[src/rtl/unaligned_fetch_ctrl.sv]
// rtl/unaligned_fetch_ctrl.sv - unaligned beat fetch with byte-lane merge ahead of the alignment network
// Optional error reporting is enabled by defining UNALIGNED_FETCH_ERR_EN.
module unaligned_fetch_ctrl #(
    parameter int DATA_WIDTH = 64,
    parameter int WORD_WIDTH = 8,
    parameter int ADDR_WIDTH = 32,
    parameter int LEN_WIDTH  = 8
) (
    input  logic                  clk,
    input  logic                  rst_n,
    input  logic                  req_valid,
    output logic                  req_ready,
    input  logic [ADDR_WIDTH-1:0] req_addr,
    input  logic [LEN_WIDTH-1:0]  req_len,
    output logic                  mem_rd_valid,
    input  logic                  mem_rd_ready,
    output logic [ADDR_WIDTH-4:0] mem_rd_addr,
    input  logic                  mem_rsp_valid,
    input  logic [DATA_WIDTH-1:0] mem_rsp_data,
`ifdef UNALIGNED_FETCH_ERR_EN
    input  logic                  mem_rsp_err,
    output logic                  out_err,
`endif
    output logic                  out_valid,
    input  logic                  out_ready,
    output logic [DATA_WIDTH-1:0] out_data,
    output logic [2:0]            out_align_start,
    output logic                  out_reverse,
    output logic                  out_last
);
    localparam int LANES = DATA_WIDTH / WORD_WIDTH;

    typedef enum logic [1:0] {IDLE, RD_ISSUE, RD_WAIT, OUT} state_t;

    state_t                state;
    logic [ADDR_WIDTH-4:0] wptr;
    logic [2:0]            off;
    logic [LEN_WIDTH-1:0]  rem;
    logic                  prime;
    logic [DATA_WIDTH-1:0] hold;
    logic [DATA_WIDTH-1:0] merged;

    assign mem_rd_addr = wptr;
    assign out_reverse = 1'b0;

    // Lanes at or above off still belong to the older word; the network rotates them to the front.
    always_comb begin
        merged = mem_rsp_data;
        for (int j = 0; j < LANES; j++) begin
            if (off != 3'd0 && 3'(j) >= off)
                merged[j*WORD_WIDTH +: WORD_WIDTH] = hold[j*WORD_WIDTH +: WORD_WIDTH];
        end
    end

    always_ff @(posedge clk or negedge rst_n) begin
        if (!rst_n) begin
            state           <= IDLE;
            req_ready       <= 1'b1;
            mem_rd_valid    <= 1'b0;
            wptr            <= '0;
            off             <= '0;
            rem             <= '0;
            prime           <= 1'b0;
            hold            <= '0;
            out_valid       <= 1'b0;
            out_data        <= '0;
            out_align_start <= '0;
            out_last        <= 1'b0;
`ifdef UNALIGNED_FETCH_ERR_EN
            out_err         <= 1'b0;
`endif
        end else begin
            case (state)
                IDLE: begin
                    if (req_valid) begin
                        wptr  <= req_addr[ADDR_WIDTH-1:3];
                        off   <= req_addr[2:0];
                        rem   <= req_len;
                        prime <= (req_addr[2:0] != 3'd0);
                        if (req_len != '0) begin
                            state        <= RD_ISSUE;
                            req_ready    <= 1'b0;
                            mem_rd_valid <= 1'b1;
                        end
                    end
                end
                RD_ISSUE: begin
                    if (mem_rd_ready) begin
                        wptr         <= wptr + 1'b1;
                        mem_rd_valid <= 1'b0;
                        state        <= RD_WAIT;
                    end
                end
                RD_WAIT: begin
                    if (mem_rsp_valid) begin
`ifdef UNALIGNED_FETCH_ERR_EN
                        if (mem_rsp_err) begin
                            out_data        <= '0;
                            out_err         <= 1'b1;
                            out_last        <= 1'b1;
                            out_align_start <= off;
                            out_valid       <= 1'b1;
                            state           <= OUT;
                        end else
`endif
                        if (prime) begin
                            hold         <= mem_rsp_data;
                            prime        <= 1'b0;
                            mem_rd_valid <= 1'b1;
                            state        <= RD_ISSUE;
                        end else begin
                            out_data        <= merged;
                            out_align_start <= off;
                            out_last        <= (rem == LEN_WIDTH'(1));
                            hold            <= mem_rsp_data;
                            out_valid       <= 1'b1;
                            state           <= OUT;
                        end
                    end
                end
                OUT: begin
                    if (out_ready) begin
                        rem       <= rem - 1'b1;
                        out_valid <= 1'b0;
`ifdef UNALIGNED_FETCH_ERR_EN
                        out_err   <= 1'b0;
`endif
                        if (out_last) begin
                            state     <= IDLE;
                            req_ready <= 1'b1;
                        end else begin
                            state        <= RD_ISSUE;
                            mem_rd_valid <= 1'b1;
                        end
                    end
                end
                default: state <= IDLE;
            endcase
        end
    end
endmodule
[config.mk]
export PLATFORM = sky130hd
export DESIGN_NAME = unaligned_fetch_ctrl
export DESIGN_NICKNAME = d
export VERILOG_FILES = /design/src/rtl/unaligned_fetch_ctrl.sv
export SDC_FILE = /design/constraint.sdc
export NUM_CORES = 1
export LEC_CHECK = 0
export CAP_MARGIN = 20
export CORE_MARGIN = 4
export CORE_UTILIZATION = 40
export CTS_CLUSTER_SIZE = 16
export DETAILED_ROUTE_END_ITERATION = 10
export GPL_TIMING_DRIVEN = 0
export PLACE_DENSITY = 0.77
export SLEW_MARGIN = 20
export SYNTH_ARGS = -nofsm -noshare
export SYNTH_HDL_FRONTEND = slang
export SYNTH_SLANG_ARGS = --single-unit
[constraint.sdc]
create_clock -name clk -period 2.1 [get_ports clk]
set_clock_uncertainty 0.05 [all_clocks]
set_input_delay 0.63 -clock clk [delete_from_list [all_inputs] [get_ports clk]]
set_output_delay 0.63 -clock clk [all_outputs]
set_load 0.03 [all_outputs]
==> out/metrics.csv <==
metric,value,unit
status,"finished, final reports clean",
most common cell in the synthesized netlist,dfrtp_1,
Num CTS Buffers,17,
Worst Tran Pin Value,0.684,ns
post-synthesis cell area,0.00819,mm2
final hold viol count,0,
CTS H-Tree Depth,4,
gate count of the mapped netlist,760,
CP arrival,1.39,ns
Worst Hold Class,in2async,
"Area growth, synth to finish",38.4,%
sequential area share after synthesis,0.520,
Final Max Slew Viols,0,
Post-layout nets,1103,
Yosys cell types,65,
final worst setup slack,0.0298,ns
Die Width,151,um
Port Buf Inserts,209,
initial core utilization,0.406,
top_reg_cell synth,dfrtp_1,
Die Y,151,um
Post-Place Worst Slack,-1.49,ns
minimum clock period,2.07,ns
core area,0.0202,mm2
antenna cells,0,
CP Max Fanout,8,
pin count of the biggest net entering global routing,88,
crit path buf inv count,1,
"EDFF count, synth",0,
Max clock buf depth,2,
# rows,52,
Pwr Density,1670,mW/mm2
DR iter-0 viols,348,
die area,0.0228,mm2
drt via density,5.49,
Post-Layout Cell Count,1273,
Filler cells,1773,
endpoints failing setup,0,
"Req. time, crit path",1.42,ns
share of synthesized registers carrying an async set or reset,1.00,
Final period util,0.986,
final WL,23.8,mm
vias,6983,
Root Buffer Master,clkbuf_16,
first-pass GRT wire length,38.0,mm
Total GRT Usage,0.211,
crit path cell chain,dlygate4sd2_1,
Peak Freq,483,MHz
synth warn,0,
# DRC,0,
clock slew at reported path FFs,0.08,ns
relative slew slack,0.544,
initial antenna violation count,1,
Slowest cell on crit path,dfrtp_1,
layout cell share with drive strength beyond 1,0.178,
critical path's top delay family,flip-flops,
max cap viols,0,
"slowest stage delay, CP",0.51,ns
dpl cells,1240,
GRT overflow,0,
Setup CP Type,reg2out,
DPL Wire Length,17.1,mm
vias in the first global route,7098,
Worst-Skew Late Latency,0.43,ns
clk sink count,170,
area fraction of the dominant cell type after synthesis,0.516,
Worst IR Drop VDD,0.863,mV
Worst setup EP type,output port,
routed length per instance,18.7,um
#FFs+latches synth,170,
Mean Syn Cell Area,10.8,um2
most frequent cells after synthesis,"dfrtp_1, a21oi_1, nor2_1",
DRT antenna net count,0,
TritonRoute pass-1 iters,5,
leakage power,4.78,nW
Startpoint Class,flip-flop,
Synthesized Nets,873,
Synth area leaders,"dfrtp_1, mux2_2, mux2i_1",
gpl congestion,0.867,
Ports,211,
TritonCTS clock tree,done,
Yosys top cell by area,dfrtp_1,
==> cells in the final DEF (no fill, tap or decap), types with 8 or more instances in the layout <==
cell / count
a21oi_1: 82
nor4_1: 10
nand3_1: 19
o21ai_0: 28
nor3_1: 9
clkdlybuf4s50_1: 107
nor2_1: 81
mux2i_1: 59
nand2_1: 31
clkbuf_1: 11
clkbuf_2: 17
or4_1: 8
dfrtp_1: 164
dlygate4sd2_1: 96
nand4_1: 12
mux2_2: 72
clkbuf_16: 17
inv_1: 8
==> per-layer routing <==
layer,vias to the layer above,global-route usage,part of all wire
met4,2,0.0775,0.023
met2,303,0.336,0.47
met3,44,0.0706,0.097
met1,3376,0.268,0.41
met5,-,0,0.00050
li1,3258,-,-
==> path summary, 6_finish.rpt <==
| path | depth (start not counted) | slack [ns] | start | endpoint |
|---|---|---|---|---|
| max | 1 | 0.03 | mem_rd_addr[3] | mem_rd_addr[3] |
| min | 1 | 0.12 | rst_n | mem_rd_addr[23] |
| max reg2reg | 6 | 0.04 | mem_rd_addr[0] | mem_rd_addr[26] |
| min reg2reg | 1 | 0.45 | req_ready | req_ready |
| max in group asynchronous | 2 | 1.03 | rst_n | hold[19] |
| min in group clk | 1 | 0.45 | req_ready | req_ready |
==> sequential cells by signal, indices dropped and copies added, names as in the netlist <==
register         flops
mem_rd_valid         1
mem_rd_addr         29
out_valid            1
out_align_start      3
state                2
out_data            64
out_last             1
prime                1
hold                56
rem                  8
off                  3
req_ready            1
==> where the power goes <==
| part | leakage (nW) | switching, mW | internal [mW] |
|---|---|---|---|
| clock network | 0.300 | 1.55 | 1.73 |
| logic | 2.50 | 5.62 | 3.79 |
| registers | 1.97 | 1.27 | 4.94 |
==> metrics by stage <==
| stage | total power [mW] | utilization | area [um2] | setup TNS (ns) | hold slack (ns) |
|---|---|---|---|---|---|
| 3_5_place_dp | 16.1 | 0.528 | 10700 | -143.21 | 0.435 |
| 6_report | 18.9 | 0.562 | 11300 | 0 | 0.119 |
| 5_1_grt | 20.2 | 0.562 | 11300 | -0.0227 | 0.168 |
| 3_3_place_gp | 15.8 | 0.527 | 10600 | -1320.82 | 0.426 |
| 4_1_cts | 18.8 | 0.558 | 11300 | 0 | 0.154 |
| 2_1_floorplan | 12.3 | - | 8190 | 0 | 0.284 |
==> cell families (layout without fill, tap and decap cells) <==
group | after synthesis | after routing | share of synthesized area
AO/OA/AOI/OAI | 173 | 173 | 0.128
XOR/XNOR | 1 | 1 | 0.00107
adder cells (fa/ha/maj) | 3 | 3 | 0.00458
buffers and inverters | 60 | 303 | 0.0350
flip-flops | 170 | 170 | 0.520
multiplexers | 132 | 132 | 0.174
other | 1 | 1 | 0.000458
AND/OR/NAND/NOR | 220 | 220 | 0.137
==> area by class of cell <==
class                      count  area [um2]  share of cell area
buffer                        49         303              0.0267
clock inverter                15         199              0.0176
inverter                       8        30.0             0.00265
tap                          270         338              0.0298
clock buffer                  17         425              0.0375
timing repair buffer         214        2040               0.180
sequential                   170        4260               0.376
multi-input combinational    530        3740               0.330
==> repair_timing <==
action / 4_1_cts / 5_1_grt
hold buffers: 0 / 0
resized for setup: 134 / 42
setup buffers: 3 / 1
endpoints found under the setup margin: 242 / 100
pin swaps: 1 / 1
Power figures use the tool's default switching activity.
